## src/rtl/l2_cpu_req_issuer_pkg.sv

```systemverilog
// Shared types and encodings for the CPU-side L2 request issuer.
// Latency: n/a (types and constants only).
// Backpressure: n/a.
package l2_cpu_req_issuer_pkg;

    // Line geometry; both values must be powers of two.
    localparam int WORDS_PER_LINE = 4;
    localparam int BYTES_PER_WORD = 8;

    localparam int WORD_BITS     = BYTES_PER_WORD * 8;
    localparam int LINE_BITS     = WORDS_PER_LINE * WORD_BITS;
    localparam int ADDR_BITS     = 32;
    localparam int BYTE_OFF_BITS = $clog2(BYTES_PER_WORD);
    localparam int WORD_IDX_BITS = $clog2(WORDS_PER_LINE);
    localparam int HSIZE_BITS    = 3;
    localparam int CPU_MSG_BITS  = 2;
    localparam int BRESP_BITS    = 2;
    localparam int AMO_BITS      = 6;
    localparam int DCS_BITS      = 2;
    localparam int CID_BITS      = 4;
    localparam int STRAY_BITS    = 8;

    typedef logic [ADDR_BITS-1:0]                     addr_t;
    typedef logic [WORD_BITS-1:0]                     word_t;
    typedef logic [WORDS_PER_LINE-1:0][WORD_BITS-1:0] line_t;
    typedef logic [WORD_IDX_BITS-1:0]                 word_idx_t;
    typedef logic [HSIZE_BITS-1:0]                    hsize_t;
    typedef logic [CPU_MSG_BITS-1:0]                  cpu_msg_t;
    typedef logic [BRESP_BITS-1:0]                    bresp_t;

    // L2 request message encodings (spandex CPU-side messages).
    localparam cpu_msg_t CPU_READ  = 2'b00;
    localparam cpu_msg_t CPU_WRITE = 2'b01;

    // Write response encodings (AXI-style).
    localparam bresp_t BRESP_OKAY   = 2'b00;
    localparam bresp_t BRESP_EXOKAY = 2'b01;
    localparam bresp_t BRESP_SLVERR = 2'b10;
    localparam bresp_t BRESP_DECERR = 2'b11;

    typedef enum logic [2:0] {
        IDLE       = 3'd0,
        REQ        = 3'd1,
        WAIT_RD    = 3'd2,
        WAIT_WR    = 3'd3,
        RSP        = 3'd4,
        FLUSH_REQ  = 3'd5,
        FLUSH_WAIT = 3'd6,
        FENCE_REQ  = 3'd7
    } l2_issuer_state_t;

    // Word slot inside a line addressed by a byte address.
    function automatic word_idx_t word_index(input addr_t addr);
        return addr[BYTE_OFF_BITS +: WORD_IDX_BITS];
    endfunction

endpackage

```

## src/rtl/l2_cpu_req_issuer_line_word_select.sv

```systemverilog
// Picks one word out of a cache line by word index.
// Latency: combinational, zero cycles.
// Backpressure: none; pure datapath.
module line_word_select
    import l2_cpu_req_issuer_pkg::*;
(
    input  line_t     line,
    input  word_idx_t idx,
    output word_t     word
);

    // The line is a packed array of words, so the index selects a whole word lane.
    assign word = line[idx];

endmodule

```

## src/rtl/l2_cpu_req_issuer.sv

```systemverilog
// Core load/store/flush/fence port to single-outstanding L2 cpu_req transactions.
// Latency: request valid to L2 one cycle after core accept; core response one cycle after rd_rsp/bresp.
// Backpressure: core readies only in IDLE; every L2-facing valid holds its fields until ready.
module l2_cpu_req_issuer
    import l2_cpu_req_issuer_pkg::*;
(
    input  logic                    clk,
    input  logic                    rst,

    input  logic                    core_req_valid,
    output logic                    core_req_ready,
    input  logic                    core_req_we,
    input  logic [ADDR_BITS-1:0]    core_req_addr,
    input  logic [WORD_BITS-1:0]    core_req_wdata,
    input  logic [HSIZE_BITS-1:0]   core_req_hsize,
    input  logic [1:0]              core_req_hprot,

    output logic                    core_rsp_valid,
    input  logic                    core_rsp_ready,
    output logic [WORD_BITS-1:0]    core_rsp_rdata,
    output logic                    core_rsp_err,

    input  logic                    core_flush_valid,
    output logic                    core_flush_ready,
    input  logic                    core_flush_data,

    input  logic                    core_fence_valid,
    output logic                    core_fence_ready,
    input  logic [1:0]              core_fence_data,

    output logic                    l2_cpu_req_valid,
    input  logic                    l2_cpu_req_ready,
    output logic [CPU_MSG_BITS-1:0] l2_cpu_req_data_cpu_msg,
    output logic [HSIZE_BITS-1:0]   l2_cpu_req_data_hsize,
    output logic [1:0]              l2_cpu_req_data_hprot,
    output logic [ADDR_BITS-1:0]    l2_cpu_req_data_addr,
    output logic [WORD_BITS-1:0]    l2_cpu_req_data_word,
    output logic [AMO_BITS-1:0]     l2_cpu_req_data_amo,
    output logic                    l2_cpu_req_data_aq,
    output logic                    l2_cpu_req_data_rl,
    output logic                    l2_cpu_req_data_dcs_en,
    output logic                    l2_cpu_req_data_use_owner_pred,
    output logic [DCS_BITS-1:0]     l2_cpu_req_data_dcs,
    output logic [CID_BITS-1:0]     l2_cpu_req_data_pred_cid,

    input  logic                    l2_rd_rsp_valid,
    output logic                    l2_rd_rsp_ready,
    input  logic [LINE_BITS-1:0]    l2_rd_rsp_data_line,

    input  logic                    l2_bresp_valid,
    output logic                    l2_bresp_ready,
    input  logic [BRESP_BITS-1:0]   l2_bresp_data,

    output logic                    l2_flush_valid,
    input  logic                    l2_flush_ready,
    output logic                    l2_flush_data,

    output logic                    l2_fence_valid,
    input  logic                    l2_fence_ready,
    output logic [1:0]              l2_fence_data,

    input  logic                    flush_done,
    output logic [STRAY_BITS-1:0]   stray_cnt
);

    l2_issuer_state_t state_q;
    l2_issuer_state_t state_d;

    // Registered copy of the accepted operation; the core may change its inputs freely afterwards.
    logic             req_we_q;
    addr_t            req_addr_q;
    word_t            req_wdata_q;
    hsize_t           req_hsize_q;
    logic             req_hprot0_q;
    logic             flush_data_q;
    logic [1:0]       fence_data_q;

    // Response held for the core.
    word_t            rdata_q;
    logic             err_q;

    logic [STRAY_BITS-1:0] stray_q;
    logic [STRAY_BITS:0]   stray_sum;

    logic             grant_flush;
    logic             grant_fence;
    logic             grant_req;
    logic             rd_beat;
    logic             bresp_beat;
    logic             rd_stray;
    logic             wr_stray;
    word_t            sel_word;
    word_idx_t        word_idx;

    // Only hprot bit 0 carries meaning downstream; bit 1 is deliberately dropped.
    logic             unused_hprot;
    assign unused_hprot = core_req_hprot[1];

    // Priority flush > fence > req falls out of the ready decode below.
    assign grant_flush = core_flush_valid & core_flush_ready;
    assign grant_fence = core_fence_valid & core_fence_ready;
    assign grant_req   = core_req_valid   & core_req_ready;

    assign rd_beat     = l2_rd_rsp_valid & l2_rd_rsp_ready;
    assign bresp_beat  = l2_bresp_valid  & l2_bresp_ready;
    // Beats that arrive outside their wait state are accepted and thrown away.
    assign rd_stray    = rd_beat    & (state_q != WAIT_RD);
    assign wr_stray    = bresp_beat & (state_q != WAIT_WR);

    assign stray_sum   = {1'b0, stray_q} + {{STRAY_BITS{1'b0}}, rd_stray}
                                         + {{STRAY_BITS{1'b0}}, wr_stray};

    assign word_idx    = word_index(req_addr_q);

    line_word_select u_line_word_select (
        .line (l2_rd_rsp_data_line),
        .idx  (word_idx),
        .word (sel_word)
    );

    // State register.
    always_ff @(posedge clk) begin
        if (rst) begin
            state_q <= IDLE;
        end else begin
            state_q <= state_d;
        end
    end

    // Next-state decode: one operation at a time, each waits for its own completion.
    always_comb begin
        state_d = state_q;
        case (state_q)
            IDLE: begin
                if (core_flush_valid) begin
                    state_d = FLUSH_REQ;
                end else if (core_fence_valid) begin
                    state_d = FENCE_REQ;
                end else if (core_req_valid) begin
                    state_d = REQ;
                end
            end
            REQ: begin
                if (l2_cpu_req_ready) begin
                    state_d = req_we_q ? WAIT_WR : WAIT_RD;
                end
            end
            WAIT_RD: begin
                if (l2_rd_rsp_valid) begin
                    state_d = RSP;
                end
            end
            WAIT_WR: begin
                if (l2_bresp_valid) begin
                    state_d = RSP;
                end
            end
            RSP: begin
                if (core_rsp_ready) begin
                    state_d = IDLE;
                end
            end
            FLUSH_REQ: begin
                // A completion pulse coincident with the handshake must not be lost.
                if (l2_flush_ready) begin
                    state_d = flush_done ? IDLE : FLUSH_WAIT;
                end
            end
            FLUSH_WAIT: begin
                if (flush_done) begin
                    state_d = IDLE;
                end
            end
            FENCE_REQ: begin
                if (l2_fence_ready) begin
                    state_d = IDLE;
                end
            end
            default: begin
                state_d = IDLE;
            end
        endcase
    end

    // Handshake outputs decoded from the current state.
    always_comb begin
        core_req_ready   = 1'b0;
        core_flush_ready = 1'b0;
        core_fence_ready = 1'b0;
        core_rsp_valid   = 1'b0;
        l2_cpu_req_valid = 1'b0;
        l2_flush_valid   = 1'b0;
        l2_fence_valid   = 1'b0;
        l2_rd_rsp_ready  = (state_q != WAIT_WR);
        l2_bresp_ready   = (state_q != WAIT_RD);
        case (state_q)
            IDLE: begin
                core_flush_ready = 1'b1;
                core_fence_ready = ~core_flush_valid;
                core_req_ready   = ~core_flush_valid & ~core_fence_valid;
            end
            REQ:       l2_cpu_req_valid = 1'b1;
            RSP:       core_rsp_valid   = 1'b1;
            FLUSH_REQ: l2_flush_valid   = 1'b1;
            FENCE_REQ: l2_fence_valid   = 1'b1;
            default: begin
            end
        endcase
    end

    // Operation capture, response capture and stray beat accounting.
    always_ff @(posedge clk) begin
        if (rst) begin
            req_we_q     <= 1'b0;
            req_addr_q   <= '0;
            req_wdata_q  <= '0;
            req_hsize_q  <= '0;
            req_hprot0_q <= 1'b0;
            flush_data_q <= 1'b0;
            fence_data_q <= '0;
            rdata_q      <= '0;
            err_q        <= 1'b0;
            stray_q      <= '0;
        end else begin
            if (grant_flush) begin
                flush_data_q <= core_flush_data;
            end
            if (grant_fence) begin
                fence_data_q <= core_fence_data;
            end
            if (grant_req) begin
                req_we_q     <= core_req_we;
                req_addr_q   <= core_req_addr;
                req_wdata_q  <= core_req_wdata;
                req_hsize_q  <= core_req_hsize;
                req_hprot0_q <= core_req_hprot[0];
            end
            if (rd_beat && state_q == WAIT_RD) begin
                rdata_q <= sel_word;
                err_q   <= 1'b0;
            end
            if (bresp_beat && state_q == WAIT_WR) begin
                rdata_q <= '0;
                err_q   <= (l2_bresp_data != BRESP_OKAY);
            end
            stray_q <= stray_sum[STRAY_BITS] ? {STRAY_BITS{1'b1}} : stray_sum[STRAY_BITS-1:0];
        end
    end

    assign core_rsp_rdata                 = rdata_q;
    assign core_rsp_err                   = err_q;

    assign l2_cpu_req_data_cpu_msg        = req_we_q ? CPU_WRITE : CPU_READ;
    assign l2_cpu_req_data_hsize          = req_hsize_q;
    assign l2_cpu_req_data_hprot          = {1'b0, req_hprot0_q};
    assign l2_cpu_req_data_addr           = req_addr_q;
    assign l2_cpu_req_data_word           = req_wdata_q;
    // Plain loads and stores only: no atomics, ordering bits or coherence hints.
    assign l2_cpu_req_data_amo            = '0;
    assign l2_cpu_req_data_aq             = 1'b0;
    assign l2_cpu_req_data_rl             = 1'b0;
    assign l2_cpu_req_data_dcs_en         = 1'b0;
    assign l2_cpu_req_data_use_owner_pred = 1'b0;
    assign l2_cpu_req_data_dcs            = '0;
    assign l2_cpu_req_data_pred_cid       = '0;

    assign l2_flush_data                  = flush_data_q;
    assign l2_fence_data                  = fence_data_q;
    assign stray_cnt                      = stray_q;

endmodule
```

## config.mk

```make
export PLATFORM = sky130hd
export DESIGN_NAME = l2_cpu_req_issuer
export DESIGN_NICKNAME = d
export VERILOG_FILES = /design/src/rtl/l2_cpu_req_issuer_pkg.sv /design/src/rtl/l2_cpu_req_issuer_line_word_select.sv /design/src/rtl/l2_cpu_req_issuer.sv
export SDC_FILE = /design/constraint.sdc
export NUM_CORES = 1
export LEC_CHECK = 0
export BUFFER_PORTS_ARGS = -buffer_cell sky130_fd_sc_hd__buf_2
export CAP_MARGIN = 20
export CORE_AREA = 2 2 226 228
export CTS_BUF_LIST = sky130_fd_sc_hd__clkbuf_16
export CTS_CLUSTER_DIAMETER = 100
export DETAILED_ROUTE_END_ITERATION = 8
export DIE_AREA = 0 0 228 230
export PLACE_DENSITY = 0.36
export SYNTH_ARGS = -nofsm -noshare
export SYNTH_HDL_FRONTEND = slang
export SYNTH_SLANG_ARGS = --single-unit
```

## constraint.sdc

```tcl
create_clock -name clk -period 2.3 [get_ports clk]
set_input_delay 0.115 -clock clk [delete_from_list [all_inputs] [get_ports clk]]
set_output_delay 0.115 -clock clk [all_outputs]
set_load 0.02 [all_outputs]
```

## Yosys cells after proc, flatten, opt, wreduce, memory -nomap -nowiden

Index checks and enable logic that the tools add are counted.

- Register bits after elaboration: 180
- Input bits: 375
- Output and inout port bits: 204
- Logic and storage cells: 74

- Add/subtract/negate cells: 2
- $lt $le $gt $ge: 1
- Equal/unequal tests: 17
- Multiplexer cells: 26
- Bitwise logic cells: 10
- Reduce and logical (&&, ||, !) cells: 7

Operators by type and width:

| cell | number |
|---|---|
| binary-select mux 64 bit (select 2 bit) | 1 |
| two-way mux 64 bit | 1 |
| two-way mux 3 bit | 11 |
| one-hot mux 3 bit (8 select lines) | 1 |
| != test 2 bit (second input constant) | 7 |
| equality test 3 bit (second input constant) | 4 |
| two-way mux 1 bit | 11 |
| adder 8 x 1 -> 9 bit | 1 |
| adder 9 x 1 -> 9 bit | 1 |
| AND 1 bit | 8 |
| two-way mux 8 bit | 1 |
| AND reduction 8 bit | 1 |
| equality test 3 x 2 -> 1 bit (second input constant) | 2 |
| != test 3 x 2 -> 1 bit (second input constant) | 2 |
| != test 4 bit (second input constant) | 1 |
| nonzero test 2 bit | 2 |
| equality test 3 x 1 -> 1 bit (second input constant) | 1 |
| zero test 3 bit | 1 |
| less-than comparator 2 x 3 -> 1 bit (second input constant) | 1 |
| logical AND 1 bit | 2 |
| NOT 1 bit | 2 |
| OR reduction 2 bit | 1 |

## Logic depth before layout (Yosys ltp)

Gate-level depths: netlist of run 1.

- Depth in word-level cells: 6
- Depth in mapped cells: 9
- Mapped depth without buffers: 8

## Modules after synthesis

Synthesis of run 1 repeated with hierarchy kept, for this count alone.

- Cell total of the unflattened synthesis: 922
- Area total of the unflattened synthesis: 8491.9 µm²

By module, submodules not included:

| module | instances | cells an instance | area each (µm²) | sequential area each (µm²) |
|---|---|---|---|---|
| l2_cpu_req_issuer | 1 | 844 | 6869.1 | 3603.5 |
| line_word_select | 1 | 78 | 1622.8 | 0.0 |

## Worst setup path before layout of run 1

OpenSTA, ideal clock, no wires.

- Path type: register to register
- Start point: reg state_q[1]
- End point: reg stray_q[5], in the netlist stray_cnt[5]
- Library setup time: 71 ps
- Data arrival time: 2432 ps
- Required time: 2229 ps
- Setup slack: -202 ps
- Stages on the path, launching flop included: 10
- Path buffers: 2
- Clock period less this slack: 2502 ps
- Path through: dfxtp_1 > buf_4 > clkbuf_1 > nand2_1 > and2_1 > fa_1 > and4_1 > and3_1 > or2_2 > a21oi_1

- Longest elaborated chain between the ends: 6
- Elaborated cells on any way between the ends: 9
- Those cells by class: add/sub: 2; eq/ne: 2; mux: 1; bitwise: 4

Ends and longest elaborated chain:

| item | line | source |
|---|---|---|
| from (decl) | l2_cpu_req_issuer.sv:66 | `l2_issuer_state_t state_q;` |
| from (signal assigned) | l2_cpu_req_issuer.sv:126 | `state_q <= state_d;` |
| != test 3 x 2 -> 1 bit | l2_cpu_req_issuer.sv:108, l2_cpu_req_issuer.sv:194 |  |
| AND 1 bit | l2_cpu_req_issuer.sv:104 | `assign rd_beat = l2_rd_rsp_valid & l2_rd_rsp_ready;` |
| AND 1 bit | l2_cpu_req_issuer.sv:107 | `assign rd_stray = rd_beat & (state_q != WAIT_RD);` |
| adder 8 x 1 -> 9 bit | l2_cpu_req_issuer.sv:110 | `assign stray_sum = {1'b0, stray_q} + {{STRAY_BITS{1'b0}}, rd_stray}` |
| adder 9 x 1 -> 9 bit * | l2_cpu_req_issuer.sv:111 | `+ {{STRAY_BITS{1'b0}}, wr_stray};` |
| two-way mux 8 bit * | l2_cpu_req_issuer.sv:246 | `stray_q <= stray_sum[STRAY_BITS] ? {STRAY_BITS{1'b1}} : stray_sum[STRAY_BITS-1:0];` |
| to (signal assigned) | l2_cpu_req_issuer.sv:246 |  |
| to (decl) | l2_cpu_req_issuer.sv:82 | `logic [STRAY_BITS-1:0] stray_q;` |

Every way passes the cells marked *; elsewhere a longest branch is shown, timed or not.
A chain may end at the register's enable or synchronous reset.

## Worst setup path after layout of run 1

- Start point: reg state_q[2]
- End point: reg flush_data_q, in the netlist l2_flush_data

- Longest elaborated chain between the ends: 3

Ends and longest elaborated chain:

| item | line | source |
|---|---|---|
| zero test 3 bit | l2_cpu_req_issuer.sv:196 | `case (state_q)` |
| two-way mux 1 bit | l2_cpu_req_issuer.sv:196 |  |
| AND 1 bit | l2_cpu_req_issuer.sv:100 | `assign grant_flush = core_flush_valid & core_flush_ready;` |
| to (signal assigned) | l2_cpu_req_issuer.sv:226 | `flush_data_q <= core_flush_data;` |
| to (decl) | l2_cpu_req_issuer.sv:75 | `logic flush_data_q;` |

No other way between the ends.

==> results of run 1 <==
[through the flow]
stage               setup slack [ns]   util  hold WS (ns)  power (µW)
floorplan                     0.0260      -         0.251        5080
global placement               0.244  0.236         0.354        6140
detailed placement             0.253  0.236         0.360        6150
CTS                           0.0805  0.272       0.00330        9760
global route                  0.0240  0.272        0.0474       10100
finish                         0.129  0.272        0.0673        9550
[sequential cells by signal, summed over array words and instances (netlist names)]
name / cells
core_rsp_rdata: 64
req_hprot0_q: 1
l2_cpu_req_data_word: 64
core_rsp_err: 1
state_q: 3
l2_cpu_req_data_addr: 32
l2_fence_data: 2
l2_flush_data: 1
req_we_q: 1
stray_cnt: 8
l2_cpu_req_data_hsize: 3
[final cells by class]
type                    count  area (µm²)  area share
inverters                   4        15.0     0.00111
well taps                 672         841      0.0619
clock buffers              17         425      0.0313
repair buffers            700        4310       0.317
multi-input cells         661        4140       0.305
clock inverters            15         216      0.0159
diodes                      5        12.5    0.000922
flip-flops and latches    180        3610       0.266
[kinds of logic (layout without fill, tap and decap cells)]
kind of cell,after synthesis,after routing,synth area share
other,1,23,0.000456
and+or+nand+nor,381,381,0.186
DFF,180,180,0.438
muxes,69,69,0.181
buffers and inverters,98,736,0.0702
adders and majority gates,1,1,0.00244
xor gates and xnor gates,3,3,0.00320
AOI/OAI and AO/OA,189,189,0.119
[cells in the mapped netlist (2+ instances only)]
cell type,n,area [µm²]
nand2_1,341,1280
dfxtp_1,180,3600
a21oi_1,178,891
mux4_2,64,1440
clkbuf_1,28,105
buf_4,27,203
buf_2,26,130
buf_6,10,113
nand3_1,9,45.0
nor3_1,8,40.0
nor2_1,6,22.5
mux2i_1,5,50.1
and3_1,4,25.0
inv_1,4,15.0
nand2b_1,4,25.0
and2_1,3,18.8
buf_1,3,11.3
o21ai_0,3,15.0
a21o_1,2,15.0
xnor2_1,2,17.5
[power breakdown]
group / switching, µW / internal, µW
Combinational: 1520 / 1160
Clock: 1480 / 1850
Sequential: 179 / 3360
Total: 3170 / 6370
[per-layer routing]
layer	global-route usage	part of all wire	vias to the layer above
li1	-	-	4395
met4	0.0615	0.024	4
met3	0.0598	0.080	64
met2	0.271	0.50	389
met1	0.175	0.39	4340
met5	0	0.00057	-
[timing repair]
action | in CTS | in global routing
resized for setup | 0 | 5
endpoints found under the setup margin | 0 | 3
hold buffers | 116 | 0
hold endpoints to repair | 107 | 0
[worst reg2reg max path, delay by kind of cell (launching register included)]
| family | cells | cell delay, ns |
|---|---|---|
| buffers and inverters | 4 | 1.41 |
| flip-flops | 1 | 0.33 |
| AND/OR/NAND/NOR | 2 | 0.26 |
| AO/OA/AOI/OAI | 1 | 0.12 |
[worst max path at each step]
stage                            start                    endpoint  slack (ns)  cells past startpoint
6_report       state_q[2]$_SDFFE_PP0P_  l2_flush_data$_SDFFE_PP0P_        0.13                      7
5_1_grt        state_q[2]$_SDFFE_PP0P_  l2_flush_data$_SDFFE_PP0P_        0.02                      7
3_5_place_dp   state_q[2]$_SDFFE_PP0P_     stray_cnt[5]$_SDFF_PP0_        0.25                      8
3_3_place_gp   state_q[2]$_SDFFE_PP0P_     stray_cnt[5]$_SDFF_PP0_        0.24                      8
4_1_cts        state_q[0]$_SDFFE_PP0P_  l2_flush_data$_SDFFE_PP0P_        0.08                      7
2_1_floorplan  state_q[1]$_SDFFE_PP0P_     stray_cnt[5]$_SDFF_PP0_        0.03                      9
==> summary.md, run 1 <==
| Metric | Value |
|---|---|
| Vias in the first global route | 9053 |
| GPL Wtd Cong | 0.990 |
| HPWL Detailed | 32600 µm |
| Final min period | 2.17 ns |
| Worst hold path depth | 4 |
| DR pass1 iterations | 4 |
| Initial DRC Count | 447 |
| Status | complete, no violations |
| CP Capture Type | flop |
| Net count, final | 1940 |
| Tcrit/Tclk final | 0.944 |
| Clock root cell | clkbuf_16 |
| Max cap viols | 0 |
| Routed via count | 9192 |
| Worst setup SP type | flop |
| Cells after Synth | 922 |
| FFs w/ async S/R, synth | 0 |
| Power per cell area | 703 mW/mm² |
| Dpl cell area | 0.0118 mm² |
| Hold path startpoint | flush_done |
| Placed Cells | 2102 |
| Post-detailed-route count of antenna-violating nets | 0 |
| R2R Setup Slk | 0.13 ns |
| Crit-path slowest cell | dlygate4sd3_1 |
| Initial Util | 0.165 |
| Max VDD drop | 0.594 mV |
| Clock Path Buffers | 2 |
| Final hold viol count | 0 |
| Commonest non-fill, non-tap cell in the layout | buf_2 |
| Prevailing post-synth register cell | dfxtp_1 |
| Synthesized flop and latch total | 180 |
| Post-Syn Area | 0.00822 mm² |
| Core area | 0.0499 mm² |
| Antenna violations before repair | 24 |
| Arr. time, crit path | 2.61 ns |
| Slew @ Worst Pin | 0.558 ns |
| Hold Crit Endpoint | state_q[1]$_SDFFE_PP0P_ |
| Fill cell count | 5538 |
| Worst Path Buf+Inv | 4 |
| WS Path Type | flop to flop |
| Share of cells above drive strength 1 | 0.439 |
| Die height | 230 µm |
| DIE WIDTH | 228 µm |
| Type of the worst min-delay path | primary input to flop |
| Endpoints failing setup | 0 |
| Design area | 0.0136 mm² |
| Row cnt | 82 |
| Worst r2r dst | l2_flush_data$_SDFFE_PP0P_ |
| Final wirelength | 41900 µm |
| Area Overhead vs Synth | 65.1% |
| PortBufs | 559 |
| H-Tree Depth | 4 |
| R2R cell count | 7 |
| Clock latency at the later pin of the worst-skew pair | 0.49 ns |
| Most frequent cells in the layout | buf_2 (558), nand2_1 (341), a21oi_1 (177) |
| GRT overflow | 0 |
| CTS buffer count | 17 |
| Pleak | 0.00587 µW |
| Die area | 0.0524 mm² |
| Synth Warn # | 0 |
| Clk_skew | 0.0141 ns |
| FMAX | 0.461 GHz |
| Syn Area/Cell | 8.92 µm² |
| Post-synth cell types | 35 |
| Postcts setup bufs | 0 |
| Clk sinks | 180 |
| Max-slew violations | 0 |
| Worst path top cell family by delay | buffers and inverters |
| Post-synth EDFFs | 0 |
| CTS tree | built |
| Fin cells | 2254 |
| IO Count | 579 |
| Final TNS setup | 0 ns |
| Tot GR Track Use | 0.157 |
| Routed length per placed instance | 18.6 µm |
| RSZ-0062 raised after global routing | no |
| Max FO, Critical Path | 10 |
| Reg clk slew, reported paths | 0.08 ns |
| Slew margin rel. | 0.628 |
| CP required | 2.74 ns |
| First-pass GRT wire length | 60400 µm |
| Via-to-Cell Ratio | 4.08 |
| Sequential share of the synthesized area | 0.438 |
| Worst R2R Start | state_q[2]$_SDFFE_PP0P_ |
| Largest net degree at the start of global routing | 83 |
| Cell breakdown of the critical path | buf_6, nor3_4, buf_6, nand3_1, dlygate4sd3_1, a21oi_2, dlygate4sd3_1 |
| Residual DRC count | 0 |
| Max incr delay on CP | 0.57 ns |
No activity file was read; power rests on OpenSTA's default activity.
==> run 2: changes to the inputs <==
Settings changed: BUFFER_PORTS_ARGS -buffer_cell sky130_fd_sc_hd__buf_2 to -buffer_cell sky130_fd_sc_hd__buf_4.
==> summary.md, run 2 (synthesis gave the netlist of run 1 again) <==
| Metric | Value |
|---|---|
| GPL Wtd Cong | 0.913 (-7.7%) |
| Status | complete, no violations |
| Final min period | 2.18 ns (+0.0128 ns) |
| Post-detailed-route count of antenna-violating nets | 0 (unchanged) |
| Reg clk slew, reported paths | 0.07 ns (about the same) |
| WS Path Type | flop to flop |
| Clock root cell | clkbuf_16 |
| First-pass GRT wire length | 62400 µm (+3.3%) |
| Vias in the first global route | 9286 (+2.6%) |
| Hold slack final | 0.0602 ns (-0.00707 ns) |
| Commonest non-fill, non-tap cell in the layout | buf_4 |
| Routed length per placed instance | 19.3 µm (+3.8%) |
| Most frequent cells in the layout | buf_4 (573), nand2_1 (341), a21oi_1 (178) |
| Share of cells above drive strength 1 | 0.441 (+0.00155) |
| Core area | 0.0499 mm² (unchanged) |
| Fill cell count | 5400 (-2.5%) |
| Final wirelength | 43500 µm (+3.8%) |
| Initial Util | 0.165 (unchanged) |
| Final Core Density | 0.299 (+0.0272) |
| Power per cell area | 652 mW/mm² (-7.4%) |
| GR Util met3 | 0.0717 (+0.0119) |
| Met1 usage | 0.179 (+0.00381) |
| Tcrit/Tclk final | 0.949 (+0.00555) |
| Pleak | 0.00615 µW (+4.8%) |
| Clock latency at the later pin of the worst-skew pair | 0.49 ns (about the same) |
| Final hold viol count | 0 (unchanged) |
| IO Count | 579 (unchanged) |
| Net count, final | 1939 (-0.052%) |
| Most Frequent Cell on Critical Path | dlygate4sd3_1 |
| GRT overflow | 0 (unchanged) |
| CTS tree | built |
| Met2 GRT Util | 0.278 (+0.00715) |
| Tot GR Track Use | 0.163 (+0.00579) |
| FMAX | 0.458 GHz (-0.58%) |
| Residual DRC count | 0 (unchanged) |
| Initial DRC Count | 366 (-18%) |
| Antenna violations before repair | 12 (-50%) |
| PortBufs | 559 (unchanged) |
| Die area | 0.0524 mm² (unchanged) |
| Crit-path slowest cell | dlygate4sd3_1 |
| Arr. time, crit path | 2.61 ns (about the same) |
| Slew @ Worst Pin | 0.867 ns (+0.309 ns) |
| Max FO, Critical Path | 21 (+11) |
| Final TNS setup | 0 ns (unchanged) |
| Row cnt | 82 (unchanged) |
| Clock Path Buffers | 2 (unchanged) |
| Max incr delay on CP | 0.57 ns (about the same) |
| Die height | 230 µm (unchanged) |
| CP Capture Type | flop |
| Clk_skew | 0.0147 ns (+0.000599 ns) |
| CTS buffer count | 17 (unchanged) |
| DIE WIDTH | 228 µm (unchanged) |
| Endpoints failing setup | 0 (unchanged) |
| Max-slew violations | 0 (unchanged) |
| H-Tree Depth | 4 (unchanged) |
| Area Overhead vs Synth | 81.6% |
| Max VDD drop | 0.391 mV (-34%) |
| RSZ-0062 raised after global routing | no |
| Worst setup SP type | flop |
| Via-to-Cell Ratio | 4.03 (-1.1%) |
| Gr busiest metal | met2 |
| Max cap viols | 0 (unchanged) |
| DR pass1 iterations | 4 (unchanged) |
| Clk sinks | 180 (unchanged) |
| Type of the worst min-delay path | primary input to flop |
| Largest net degree at the start of global routing | 119 (+43%) |
| CP required | 2.73 ns (about the same) |
| HPWL Detailed | 33900 µm (+4.0%) |
| Slew margin rel. | 0.422 (-0.206) |
| Cell breakdown of the critical path | buf_6, nor3_4, nand3_1, dlygate4sd3_1, a21oi_1, dlygate4sd3_1 |
| Routed via count | 9091 (-1.1%) |
==> run 2: what timing repair did <==
| action | CTS | global route |
|---|---|---|
| hold buffers | 112 | 0 |
| resized for setup | 0 | 1 |
| endpoints found under the setup margin | 0 | 1 |
| buffers inserted | 0 | 1 |
| hold endpoints to repair | 106 | 0 |
==> run 2: worst paths after layout <==
path / from / endpoint / slack (ns) / cells after the start
setup / recovery: state_q[1]$_SDFFE_PP0P_ / l2_flush_data$_SDFFE_PP0P_ / 0.12 / 6
hold / removal: core_req_valid / state_q[2]$_SDFFE_PP0P_ / 0.06 / 4
setup reg to reg: state_q[1]$_SDFFE_PP0P_ / l2_flush_data$_SDFFE_PP0P_ / 0.12 / 6
hold reg to reg: core_rsp_rdata[34]$_SDFFE_PP0P_ / core_rsp_rdata[34]$_SDFFE_PP0P_ / 0.45 / 2
==> run 2: cell type report <==
cell class / instances / area (µm²) / share of cell area
timing repair buffer: 699 / 5690 / 0.381
multi-input combinational: 661 / 4140 / 0.277
sequential: 180 / 3610 / 0.242
tap: 672 / 841 / 0.0563
clock buffer: 17 / 425 / 0.0285
clock inverter: 15 / 190 / 0.0127
inverter: 4 / 15.0 / 0.00101
antenna: 6 / 15.0 / 0.00101
==> run 2: power by group <==
part,leakage (µW),switching (µW),total (µW),internal (µW)
clock,0.000296,1540,3190,1650
combinational,0.00440,1540,3010,1470
sequential,0.00146,173,3530,3360
==> run 2: critical path, delay by kind of cell, from the launching register on <==
kind            cells  cell delay, ns
compound gates      1            0.12
buf+inv             3            1.29
flops               1            0.33
simple gates        2            0.40
==> run 2: routing by layer <==
metal / vias up / wire, µm
met5: - / 24
met4: 4 / 1030
met3: 44 / 3840
met2: 358 / 21600
met1: 4286 / 17000
li1: 4399 / -
==> run 2: metrics by stage <==
step | cells | setup WS (ns) | instance area [µm²] | total power [µW]
detailed placement | 2103 | 0.247 | 13200 | 6480
global route | 2254 | 0.0183 | 14900 | 10300
finish | 2254 | 0.116 | 14900 | 9730
floorplan | 939 | 0.0260 | 8290 | 5080
CTS | 2247 | 0.0588 | 14900 | 9940
global placement | 2103 | 0.223 | 13200 | 6470
==> run 3: changes to the inputs <==
Settings changed: CORE_AREA 2 2 226 228 to 2 2 223 225, DIE_AREA 0 0 228 230 to 0 0 225 227, PLACE_DENSITY 0.36 to 0.38, SYNTH_HIERARCHICAL set to 1.
==> summary.md, run 3 <==
| Metric | Value |
|---|---|
| Status | complete, no violations |
| GPL Wtd Cong | 0.830 (-9.1%) |
| Initial Util | 0.175 (+0.0100) |
| GR Util met3 | 0.0738 (+0.00215) |
| Worst r2r dst | l2_flush_data$_SDFFE_PP0P_ |
| GRT overflow | 0 (unchanged) |
| Prevailing post-synth register cell | dfxtp_1 |
| Met2 GRT Util | 0.255 (-0.0225) |
| Cells after Synth | 922 (unchanged) |
| HPWL Detailed | 31200 µm (-7.9%) |
| Final wirelength | 40100 µm (-7.8%) |
| Post-synth cell types | 41 (+17%) |
| CTS buffer count | 17 (unchanged) |
| Max-slew violations | 0 (unchanged) |
| Largest net degree at the start of global routing | 77 (-35%) |
| Die height | 227 µm (-1.3%) |
| CP Capture Type | flop |
| Type of the worst min-delay path | primary input to flop |
| Worst hold path depth | 3 (-1) |
| Worst R2R Start | state_q[1]$_SDFFE_PP0P_ |
| Tcrit/Tclk final | 0.940 (-0.00890) |
| DR pass1 iterations | 4 (unchanged) |
| Pleak | 0.00624 µW (+1.4%) |
| Post-synth EDFFs | 0 (unchanged) |
| Clk sinks | 180 (unchanged) |
| Clock latency at the later pin of the worst-skew pair | 0.49 ns (about the same) |
| Row cnt | 81 (-1.2%) |
| Commonest non-fill, non-tap cell in the layout | buf_4 |
| Compound-Gate Fraction of Synth Area | 0.121 (+0.00256) |
| Core area | 0.0485 mm² (-2.6%) |
| Synthesized-area fraction occupied by adder cells | 0.00236 (-0.0000775) |
| Tot GR Track Use | 0.152 (-0.0106) |
| Top cells by count, synth | nand2_1 (340), dfxtp_1 (180), a21oi_1 (162) |
| FMAX | 0.462 GHz (+0.95%) |
| Vias in the first global route | 9310 (+0.26%) |
| Design area | 0.0150 mm² (+0.56%) |
| Clock Path Buffers | 2 (unchanged) |
| Post-detailed-route count of antenna-violating nets | 0 (unchanged) |
| Top cell type's share of synthesized area | 0.424 (-0.0139) |
| Largest family of logic cells by synthesized area | multiplexers |
| Final hold viol count | 0 (unchanged) |
| WS Path Type | flop to flop |
| R2R cell count | 6 (unchanged) |
| Antenna violations before repair | 13 (+1) |
| CTS tree | built |
| Endpoints failing setup | 0 (unchanged) |
| Clk_skew | 0.00911 ns (-0.00563 ns) |
| H-Tree Depth | 4 (unchanged) |
| Max FO, Critical Path | 20 (-4.8%) |
| Synth Warn # | 6 (+6) |
| Multiplexer share of the synthesized area | 0.180 (-0.00165) |
| Share of cells above drive strength 1 | 0.449 (+0.00813) |
| Most frequent cells in the layout | buf_4 (588), nand2_1 (340), dfxtp_1 (178) |
| Initial DRC Count | 323 (-12%) |
| Slew @ Worst Pin | 0.813 ns (-0.0547 ns) |
| Max cap viols | 0 (unchanged) |
| Met1 usage | 0.169 (-0.00966) |
| XOR/XNOR share of the synthesized area | 0.00309 (-0.000102) |
| Sequential share of the synthesized area | 0.424 (-0.0139) |
| Hold Crit Endpoint | core_rsp_err$_SDFFE_PP0P_ |
| Simple-gate share of the synthesized area | 0.178 (-0.00708) |
| Net count, final | 1955 (+0.83%) |
| Clock root cell | clkbuf_16 |
| Hold path startpoint | l2_bresp_valid |
| IO Count | 579 (unchanged) |
| FFs w/ async S/R, synth | 0 (unchanged) |
| Dpl cell area | 0.0132 mm² (+0.22%) |
| Syn Area/Cell | 9.21 µm² (+3.3%) |
| Final min period | 2.16 ns (-0.0205 ns) |
| CP required | 2.73 ns (about the same) |
| Power per cell area | 651 mW/mm² (about the same) |
| First-pass GRT wire length | 57500 µm (-7.8%) |
| Max VDD drop | 0.450 mV (+15%) |
| PortBufs | 559 (unchanged) |
| RSZ-0062 raised after global routing | no |
| Post-Syn Area | 0.00849 mm² (+3.3%) |
| Via-to-Cell Ratio | 4.10 (+1.7%) |
| Reg clk slew, reported paths | 0.07 ns (about the same) |
| Worst setup SP type | flop |
| Die area | 0.0511 mm² (-2.6%) |
| Routed via count | 9108 (+0.19%) |
| DIE WIDTH | 225 µm (-1.3%) |
| Final TNS setup | 0 ns (unchanged) |
| Synthesized flop and latch total | 180 (unchanged) |
| Place WS | 0.189 ns (-0.0583 ns) |
| Area Overhead vs Synth | 76.8% |
| Residual DRC count | 0 (unchanged) |
| Top post-synthesis cells by area | dfxtp_1 (42%), mux4_2 (16%), nand2_1 (15%), a21oi_1 (9.5%), buf_12 (3.8%) |
| Slew margin rel. | 0.458 (+0.0364) |
| Arr. time, crit path | 2.59 ns (-0.02 ns) |
| Routed length per placed instance | 18.0 µm (-6.4%) |
| Gr busiest metal | met2 |
| R2R Setup Slk | 0.14 ns (+0.02 ns) |
| Top-count cell post-synth | nand2_1 |
| Synth area leader | dfxtp_1 |
| Crit path setup slack, layout | 0.137 ns (+0.0205 ns) |
[run 3: repair_timing]
item                       in CTS  in global routing
hold endpoints to repair      106                  0
setup endpoints to repair       0                  1
buffers inserted                0                  3
gates resized for setup         0                  1
hold buffers                  117                  0
[run 3: cells by family after synthesis]
family | count (synthesis)
muxes | 71
xor gates and xnor gates | 3
other | 1
adders and majority gates | 1
AOI/OAI and AO/OA | 188
and+or+nand+nor | 380
buffers and inverters | 98
DFF | 180
[run 3: metrics by stage]
step / power (µW) / cells / hold WS [ns] / utilization
after floorplan: 5190 / 939 / 0.251 / -
after global placement: 6510 / 2062 / 0.362 / 0.272
after detailed placement: 6510 / 2062 / 0.365 / 0.272
after CTS: 9960 / 2211 / 0.0292 / 0.308
after global routing: 10400 / 2218 / 0.0807 / 0.309
final: 9780 / 2220 / 0.0829 / 0.309
[run 3: where the power goes]
group	internal (µW)	total (µW)	switching (µW)
Combinational	1540	3090	1550
Clock	1720	3150	1430
Sequential	3360	3530	171
[run 3: how the worst max path moves through the flow]
stage / startpoint / to / slack [ns] / cells after the start
5_1_grt: state_q[1]$_SDFFE_PP0P_ / l2_flush_data$_SDFFE_PP0P_ / 0.009 / 6
2_1_floorplan: state_q[1]$_SDFFE_PP0P_ / stray_cnt[5]$_SDFF_PP0_ / 0.01 / 9
3_3_place_gp: state_q[2]$_SDFFE_PP0P_ / stray_cnt[5]$_SDFF_PP0_ / 0.18 / 8
6_report: state_q[1]$_SDFFE_PP0P_ / l2_flush_data$_SDFFE_PP0P_ / 0.14 / 6
3_5_place_dp: state_q[2]$_SDFFE_PP0P_ / stray_cnt[5]$_SDFF_PP0_ / 0.19 / 8
4_1_cts: state_q[2]$_SDFFE_PP0P_ / l2_flush_data$_SDFFE_PP0P_ / 0.06 / 6
[run 3: layout make-up]
cell class,count,area [µm²]
antenna,6,15.0
timing repair buffer,715,5780
fill,5164,33500
multi-input combinational,661,4220
clock buffer,17,425
sequential,180,3610
tap,622,778
inverter,4,15.0
clock inverter,15,180
[run 3: routing by layer]
layer,vias to the layer above,share of wire
li1,4425,-
met1,4279,0.39
met2,360,0.49
met3,38,0.10
met4,6,0.016
met5,-,0.00092
[run 3: worst max-delay path, cell delays in order, from the launching register on]
cell	delay, ns
dfxtp_1	0.32
buf_6	0.17
nor3_4	0.27
nand3_1	0.10
dlygate4sd3_1	0.56
a21oi_1	0.12
dlygate4sd3_1	0.56
